### config.mk
export PLATFORM = sky130hd
export DESIGN_NAME = uart_cmd_rx
export DESIGN_NICKNAME = d
export VERILOG_FILES = /design/src/rtl/frog_uart_pkg.sv /design/src/rtl/uart_rx_core.sv /design/src/rtl/uart_cmd_rx.sv
export SDC_FILE = /design/constraint.sdc
export NUM_CORES = 1
export LEC_CHECK = 0
export CELL_PAD_IN_SITES_DETAIL_PLACEMENT = 2
export CELL_PAD_IN_SITES_GLOBAL_PLACEMENT = 2
export CORE_AREA = 4 4 132 71
export DETAILED_ROUTE_END_ITERATION = 8
export DIE_AREA = 0 0 136 75
export GPL_TIMING_DRIVEN = 0
export HOLD_SLACK_MARGIN = 0.08
export PLACE_DENSITY_LB_ADDON = 0.1
export SYNTH_ARGS = -nofsm -noshare
export SYNTH_HDL_FRONTEND = slang
export SYNTH_HIERARCHICAL = 1
export SYNTH_SLANG_ARGS = --single-unit
### constraint.sdc
create_clock -name i_Clk -period 2.4 [get_ports i_Clk]
set_clock_uncertainty 0.2 [all_clocks]
set_input_delay 0.24 -clock i_Clk [delete_from_list [all_inputs] [get_ports i_Clk]]
set_output_delay 0.24 -clock i_Clk [all_outputs]
set_load 0.02 [all_outputs]
### src/rtl/frog_uart_pkg.sv
// -----------------------------------------------------------------------------
// frog_uart_pkg
// Shared types and constants for the frog game's UART remote-control path.
//   rx_state_t     : bit-level receiver FSM states
//   CMD_*          : ASCII command bytes (lower and upper case)
//   MOVE_*         : bit positions on the 4-bit move bus {right, up, down, left},
//                    identical to the debounced switch bus ordering
//   cmd_decode()   : maps a received byte to a move pattern plus a hit flag
// Optional build macro affecting users of this package: UART_CMD_RX_PARITY_EN
// -----------------------------------------------------------------------------
package frog_uart_pkg;

  typedef enum logic [2:0] {
    IDLE   = 3'd0,
    START  = 3'd1,
    DATA   = 3'd2,
    PARITY = 3'd3,
    STOP   = 3'd4
  } rx_state_t;

  localparam logic [7:0] CMD_LEFT_LC  = 8'h61;  // 'a'
  localparam logic [7:0] CMD_LEFT_UC  = 8'h41;  // 'A'
  localparam logic [7:0] CMD_DOWN_LC  = 8'h73;  // 's'
  localparam logic [7:0] CMD_DOWN_UC  = 8'h53;  // 'S'
  localparam logic [7:0] CMD_UP_LC    = 8'h77;  // 'w'
  localparam logic [7:0] CMD_UP_UC    = 8'h57;  // 'W'
  localparam logic [7:0] CMD_RIGHT_LC = 8'h64;  // 'd'
  localparam logic [7:0] CMD_RIGHT_UC = 8'h44;  // 'D'
  localparam logic [7:0] CMD_RESET_LC = 8'h72;  // 'r'
  localparam logic [7:0] CMD_RESET_UC = 8'h52;  // 'R'

  localparam int MOVE_LEFT  = 0;
  localparam int MOVE_DOWN  = 1;
  localparam int MOVE_UP    = 2;
  localparam int MOVE_RIGHT = 3;

  typedef struct packed {
    logic       hit;
    logic [3:0] move;
  } cmd_t;

  function automatic cmd_t cmd_decode(input logic [7:0] b);
    cmd_t c;
    c.hit  = 1'b1;
    c.move = 4'b0000;
    case (b)
      CMD_LEFT_LC,  CMD_LEFT_UC:  c.move[MOVE_LEFT]  = 1'b1;
      CMD_DOWN_LC,  CMD_DOWN_UC:  c.move[MOVE_DOWN]  = 1'b1;
      CMD_UP_LC,    CMD_UP_UC:    c.move[MOVE_UP]    = 1'b1;
      CMD_RIGHT_LC, CMD_RIGHT_UC: c.move[MOVE_RIGHT] = 1'b1;
      // All four buttons together is the game's reset combination.
      CMD_RESET_LC, CMD_RESET_UC: c.move = 4'b1111;
      default:                    c.hit  = 1'b0;
    endcase
    return c;
  endfunction

endpackage

### src/rtl/uart_rx_core.sv
// -----------------------------------------------------------------------------
// uart_rx_core
// UART receiver: 2-FF synchronizer, bit-level FSM and byte/valid/error outputs.
// Frames are 8N1, or 8E1 when UART_CMD_RX_PARITY_EN is defined.
// Ports:
//   i_Clk        : system clock
//   i_Rst_L      : asynchronous active-low reset
//   i_Rx_Serial  : UART line, idle high, asynchronous to i_Clk
//   o_Rx_Byte    : last correctly framed byte (registered on the stop sample)
//   o_Rx_Valid   : one-cycle pulse when o_Rx_Byte updates
//   o_Frame_Err  : one-cycle pulse on bad stop bit (or bad parity)
// -----------------------------------------------------------------------------
module uart_rx_core
  import frog_uart_pkg::*;
#(
  parameter int CLKS_PER_BIT = 217
) (
  input  logic       i_Clk,
  input  logic       i_Rst_L,
  input  logic       i_Rx_Serial,
  output logic [7:0] o_Rx_Byte,
  output logic       o_Rx_Valid,
  output logic       o_Frame_Err
);

  localparam int CW = (CLKS_PER_BIT > 1) ? $clog2(CLKS_PER_BIT) : 1;
  localparam logic [CW-1:0] HALF_CNT = CW'((CLKS_PER_BIT - 1) / 2);
  localparam logic [CW-1:0] FULL_CNT = CW'(CLKS_PER_BIT - 1);

  logic          sync1_reg, sync2_reg;
  logic [1:0]    warm_reg;
  logic          prev_reg;
  rx_state_t     state_reg, state_next;
  logic [CW-1:0] cnt_reg;
  logic [2:0]    bit_reg;
  logic [7:0]    shift_reg;
  logic [7:0]    byte_reg;
  logic          valid_reg, err_reg;
  logic          fall, cnt_clr, sample_data, stop_tick, par_ok;
`ifdef UART_CMD_RX_PARITY_EN
  logic          par_reg;
  logic          sample_par;
`endif

  // A start needs a real high-to-low transition. prev_reg only tracks the line
  // once the synchronizer holds genuine samples, so a line that is already low
  // when reset releases cannot be mistaken for a start bit.
  assign fall = prev_reg & ~sync2_reg;

  // State register
  always_ff @(posedge i_Clk or negedge i_Rst_L) begin
    if (!i_Rst_L) state_reg <= IDLE;
    else          state_reg <= state_next;
  end

  // Next-state logic
  always_comb begin
    state_next = state_reg;
    case (state_reg)
      IDLE:   if (fall) state_next = START;
      START:  if (cnt_reg == HALF_CNT) state_next = sync2_reg ? IDLE : DATA;
      DATA:   if (cnt_reg == FULL_CNT && bit_reg == 3'd7) begin
`ifdef UART_CMD_RX_PARITY_EN
                state_next = PARITY;
`else
                state_next = STOP;
`endif
              end
      PARITY: if (cnt_reg == FULL_CNT) state_next = STOP;
      STOP:   if (cnt_reg == FULL_CNT) state_next = IDLE;
      default: state_next = IDLE;
    endcase
  end

  // Output / strobe logic
  always_comb begin
    sample_data = (state_reg == DATA) && (cnt_reg == FULL_CNT);
    stop_tick   = (state_reg == STOP) && (cnt_reg == FULL_CNT);
    cnt_clr     = (state_reg != state_next) || sample_data;
`ifdef UART_CMD_RX_PARITY_EN
    sample_par  = (state_reg == PARITY) && (cnt_reg == FULL_CNT);
    par_ok      = (par_reg == ^shift_reg);
`else
    par_ok      = 1'b1;
`endif
  end

  always_ff @(posedge i_Clk or negedge i_Rst_L) begin
    if (!i_Rst_L) begin
      sync1_reg <= 1'b1;
      sync2_reg <= 1'b1;
      warm_reg  <= 2'b00;
      prev_reg  <= 1'b0;
      cnt_reg   <= '0;
      bit_reg   <= 3'd0;
      shift_reg <= 8'h00;
      byte_reg  <= 8'h00;
      valid_reg <= 1'b0;
      err_reg   <= 1'b0;
`ifdef UART_CMD_RX_PARITY_EN
      par_reg   <= 1'b0;
`endif
    end else begin
      sync1_reg <= i_Rx_Serial;
      sync2_reg <= sync1_reg;
      warm_reg  <= {warm_reg[0], 1'b1};
      prev_reg  <= warm_reg[1] & sync2_reg;

      if (cnt_clr)                  cnt_reg <= '0;
      else if (cnt_reg != FULL_CNT) cnt_reg <= cnt_reg + 1'b1;

      if (state_reg != DATA)                   bit_reg <= 3'd0;
      else if (sample_data && bit_reg != 3'd7) bit_reg <= bit_reg + 3'd1;

      // LSB arrives first, so shift in from the top.
      if (sample_data) shift_reg <= {sync2_reg, shift_reg[7:1]};
`ifdef UART_CMD_RX_PARITY_EN
      if (sample_par)  par_reg <= sync2_reg;
`endif

      valid_reg <= stop_tick & sync2_reg & par_ok;
      err_reg   <= stop_tick & ~(sync2_reg & par_ok);
      if (stop_tick && sync2_reg && par_ok) byte_reg <= shift_reg;
    end
  end

  assign o_Rx_Byte   = byte_reg;
  assign o_Rx_Valid  = valid_reg;
  assign o_Frame_Err = err_reg;

endmodule

### src/rtl/uart_cmd_rx.sv
// -----------------------------------------------------------------------------
// uart_cmd_rx
// Remote-control front end for the frog game: receives UART command bytes and
// turns recognized ASCII commands into a held level on the 4-bit move bus,
// meant to be OR-ed with the debounced switch bus.
// Build macro: UART_CMD_RX_PARITY_EN (defined = 8E1 frames, undefined = 8N1).
// Ports:
//   i_Clk        : system clock
//   i_Rst_L      : asynchronous active-low reset
//   i_Rx_Serial  : UART line, idle high
//   o_Move       : {right, up, down, left}, held for HOLD_CYCLES per command
//   o_Rx_Byte    : last correctly framed byte
//   o_Rx_Valid   : one-cycle pulse when o_Rx_Byte updates
//   o_Frame_Err  : one-cycle pulse on a framing (or parity) error
// -----------------------------------------------------------------------------
module uart_cmd_rx
  import frog_uart_pkg::*;
#(
  parameter int CLKS_PER_BIT = 217,
  parameter int HOLD_CYCLES  = 250000
) (
  input  logic       i_Clk,
  input  logic       i_Rst_L,
  input  logic       i_Rx_Serial,
  output logic [3:0] o_Move,
  output logic [7:0] o_Rx_Byte,
  output logic       o_Rx_Valid,
  output logic       o_Frame_Err
);

  localparam int HW = (HOLD_CYCLES > 1) ? $clog2(HOLD_CYCLES) : 1;
  localparam logic [HW-1:0] HOLD_LOAD = HW'(HOLD_CYCLES - 1);

  logic [7:0]    core_byte;
  logic          core_valid, core_err;
  cmd_t          cmd;
  logic [3:0]    move_reg;
  logic [HW-1:0] hold_reg;
  logic [7:0]    byte_reg;
  logic          valid_reg, err_reg;

  uart_rx_core #(
    .CLKS_PER_BIT(CLKS_PER_BIT)
  ) u_core (
    .i_Clk       (i_Clk),
    .i_Rst_L     (i_Rst_L),
    .i_Rx_Serial (i_Rx_Serial),
    .o_Rx_Byte   (core_byte),
    .o_Rx_Valid  (core_valid),
    .o_Frame_Err (core_err)
  );

  assign cmd = cmd_decode(core_byte);

  // Byte, valid, error and move are all re-registered here so that they
  // change together, one edge after the stop-bit sample.
  always_ff @(posedge i_Clk or negedge i_Rst_L) begin
    if (!i_Rst_L) begin
      move_reg  <= 4'b0000;
      hold_reg  <= '0;
      byte_reg  <= 8'h00;
      valid_reg <= 1'b0;
      err_reg   <= 1'b0;
    end else begin
      valid_reg <= core_valid;
      err_reg   <= core_err;
      if (core_valid) byte_reg <= core_byte;

      // Load at HOLD_CYCLES-1 and clear on the edge after reaching 0, giving
      // exactly HOLD_CYCLES cycles high. Unknown bytes leave the hold alone.
      if (core_valid && cmd.hit) begin
        move_reg <= cmd.move;
        hold_reg <= HOLD_LOAD;
      end else if (move_reg != 4'b0000) begin
        if (hold_reg == '0) move_reg <= 4'b0000;
        else                hold_reg <= hold_reg - 1'b1;
      end
    end
  end

  assign o_Move      = move_reg;
  assign o_Rx_Byte   = byte_reg;
  assign o_Rx_Valid  = valid_reg;
  assign o_Frame_Err = err_reg;

endmodule

==> results <==
==> final timing paths <==
kind | end | cells past startpoint | start | slack [ns]
worst max-delay path | hold_reg[2] | 5 | hold_reg[7] | 0.1
worst min-delay path | u_core/sync1_reg | 1 | i_Rx_Serial | 0.12
worst max register to register | hold_reg[2] | 5 | hold_reg[7] | 0.1
worst min register to register | u_core/warm_reg[1] | 0 | u_core/warm_reg[0] | 0.15
max in group asynchronous | u_core/cnt_reg[5] | 2 | i_Rst_L | 1.04
min in group asynchronous | o_Rx_Byte[2] | 2 | i_Rst_L | 0.40
==> report_power, final <==
group	leakage (nW)	internal (mW)	switching, mW
clock	0.127	0.723	0.511
sequential	0.943	1.21	0.0547
combinational	0.738	0.0855	0.121
total	1.81	2.02	0.687
==> layout by cell type (no fill, tap or decap), drive strengths merged, types with 4 or more instances in the layout <==
master and n:
a31oi 4, xnor2 16, nor3b 4, o21ai 6, nor2 19, clkbuf 11, and2 4, and4 4
a211oi 5, nand3 9, a21oi 7, mux2 24, nor3 12, ha 5, nand2 17, nor4 6
xor2 4, inv 10, dfrtp 67, buf 10, a2111oi 5, clkdlybuf4s50 15, or4 5
==> final cells by class <==
cell class	instances	area share [%]
timing repair buffer	18	4.43
buffer	9	1.90
tap	117	3.70
clock inverter	5	0.918
multi-input combinational	189	38.4
clock buffer	10	6.05
sequential	69	43.8
inverter	9	0.855
==> metal layers <==
layer  routed length, um  vias up  part of all wire (%)  global-route usage [%]
met5                   0        -                     0                       0
met3                 300        5                   3.6                    4.74
met4                  68        0                  0.82                    5.03
met2                3160       42                    38                    23.2
met1                4710     1149                    57                    28.1
li1                    -     1066                     -                       -
==> kinds of logic after synthesis <==
| group | after synthesis |
|---|---|
| other cells | 1 |
| compound gates | 37 |
| xor+xnor | 20 |
| simple gates | 100 |
| fa+ha+maj | 5 |
| mux | 26 |
| buf+inv | 18 |
| flops | 69 |
==> timing repair <==
item	CTS	global route
hold endpoints to repair	67	0
setup buffers	0	1
hold buffers	1	0
setup endpoints to repair	6	18
resized for setup	3	8
pin swaps	0	2
==> worst register-to-register path: cells and delay by family, from the launching register on <==
| kind | cells | cell delay [ns] |
|---|---|---|
| AND/OR/NAND/NOR | 3 | 1.04 |
| AO/OA/AOI/OAI | 2 | 0.52 |
| flip-flops | 1 | 0.41 |
==> results_dict.tcl <==
set metrics [dict create \
    netlist_top_cells_count "dfrtp_1 (67), mux2_2 (24), nor2_1 (18), nand2_1 (17), xnor2_1 (16)" \
    first_iter_violations 100 \
    synthesis.nets 284 \
    synth-async-reset-ratio_pct 100 \
    cpLargestDelayFamily "simple AND/OR/NAND/NOR gates" \
    insertion_delay_ns 0.33 \
    p_leak_nw 1.81 \
    finalCoreUtilization_pct 47.5 \
    power_density_nw_per_um2 684 \
    critPathKind "register to register" \
    ys_top_cells_by_area "dfrtp_1 (51%), mux2_2 (8.2%), xnor2_1 (4.3%)" \
    rows 24 \
    worst_slack_ns 0.0963 \
    fillers 822 \
    stdcell_count 426 \
    min_period_ns 2.30 \
    synth_top_family_by_area "simple AND/OR/NAND/NOR gates" \
    start_util_pct 39.5 \
    numPortBuffers 16 \
    synth_xor_area_share_pct 5.33 \
    synth_largest_area_cell "dfrtp_1" \
    track_usage_pct 17.7 \
    drc 0 \
    ir_drop_mv 0.414 \
    die_area_um2 10200 \
    drv_slew 0 \
    core_um2 8320 \
    syn_area_per_cell_um2 11.9 \
    grt_pass1_vias 2366 \
    area_growth_pct 20.1 \
    start_kind "register" \
    die_w_um 136 \
    outcome "finished, final reports clean" \
    antenna_found_initial 0 \
    first_pass_iters 4 \
    nNetsFinal 313 \
    synth_cell_types 56 \
    synth_top_area_share_pct 51.0 \
    final_area_um2 3950 \
    hold_viol 0 \
    yosys.area_share.simple_pct 18.6 \
    multi_input_area_um2 1520 \
    slew_headroom_pct 41.6 \
    finalCritPeriodShare_pct 96.0 \
    grt_pass1_wl_um 13600 \
    ys_seq_area_share_pct 52.6 \
    hpwlAfterDp_um 5750 \
    setup_viol 0 \
    cp-end-kind "register" \
    cts_buffers 9 \
    setup_tns_ns 0 \
    worst-path-buf-inv 0 \
    crit_path_max_fanout 5 \
    synthCells 276 \
    worst_pin_slew_ns 0.876 \
    diodes 0 \
    numClockSinks 69 \
    yosysMostFrequentCell "dfrtp_1" \
    clk_pin_slew_ns 0.06 \
    post_drt_wl_per_cell_um 19.4 \
    gp_congestion 0.760 \
    muxShareOfSynthArea_pct 8.82 \
    dr_total_vias 2262 \
    synth_edf_count 0 \
    yosys_warnings 6 \
    cts_htree_levels 3 \
    cts_buffer_depth 2 \
    cap_violations 0 \
    ff_latch_area_um2 1730 \
    cpMaxStageDelayCell "or4_4" \
    synthFlopType "dfrtp_1" \
    antenna_left 0 \
    preCtsSetupSlack_ns -0.201 \
    dp.cells 409 \
    cts-root-buf "clkbuf_16" \
    whs_ns 0.117 \
    grt_overflow 0 \
    dpl_cell_area_um2 3590 \
    fp.dieH_um 75 \
    synth.ff_latch_count 69 \
    largest_register_ffs 18 \
    drt_wl_total_um 8250 \
    cp.required_ns 2.41 \
    via_per_inst 5.31 \
    max_stage_delay_ns 0.59 \
    path_cells "or4_4, nor4_4, a21oi_1, a211oi_1, nor2_1" \
    fmax_mhz 434 \
    hp-class "input pin to register" \
    synth_compound_area_share_pct 9.47 \
    ios 17 \
    netlist_area_um2 3290 \
    power_mw 2.70 \
    drive_gt1_share_pct 23.0 \
    worstPathArrival_ns 2.31 \
    rsz0062_at_grt "yes" \
    cts_tree "yes" \
    synth_fa_ha_area_share_pct 1.90 \
    grt_max_degree 70 \
]
Power figures use the tool's default switching activity.
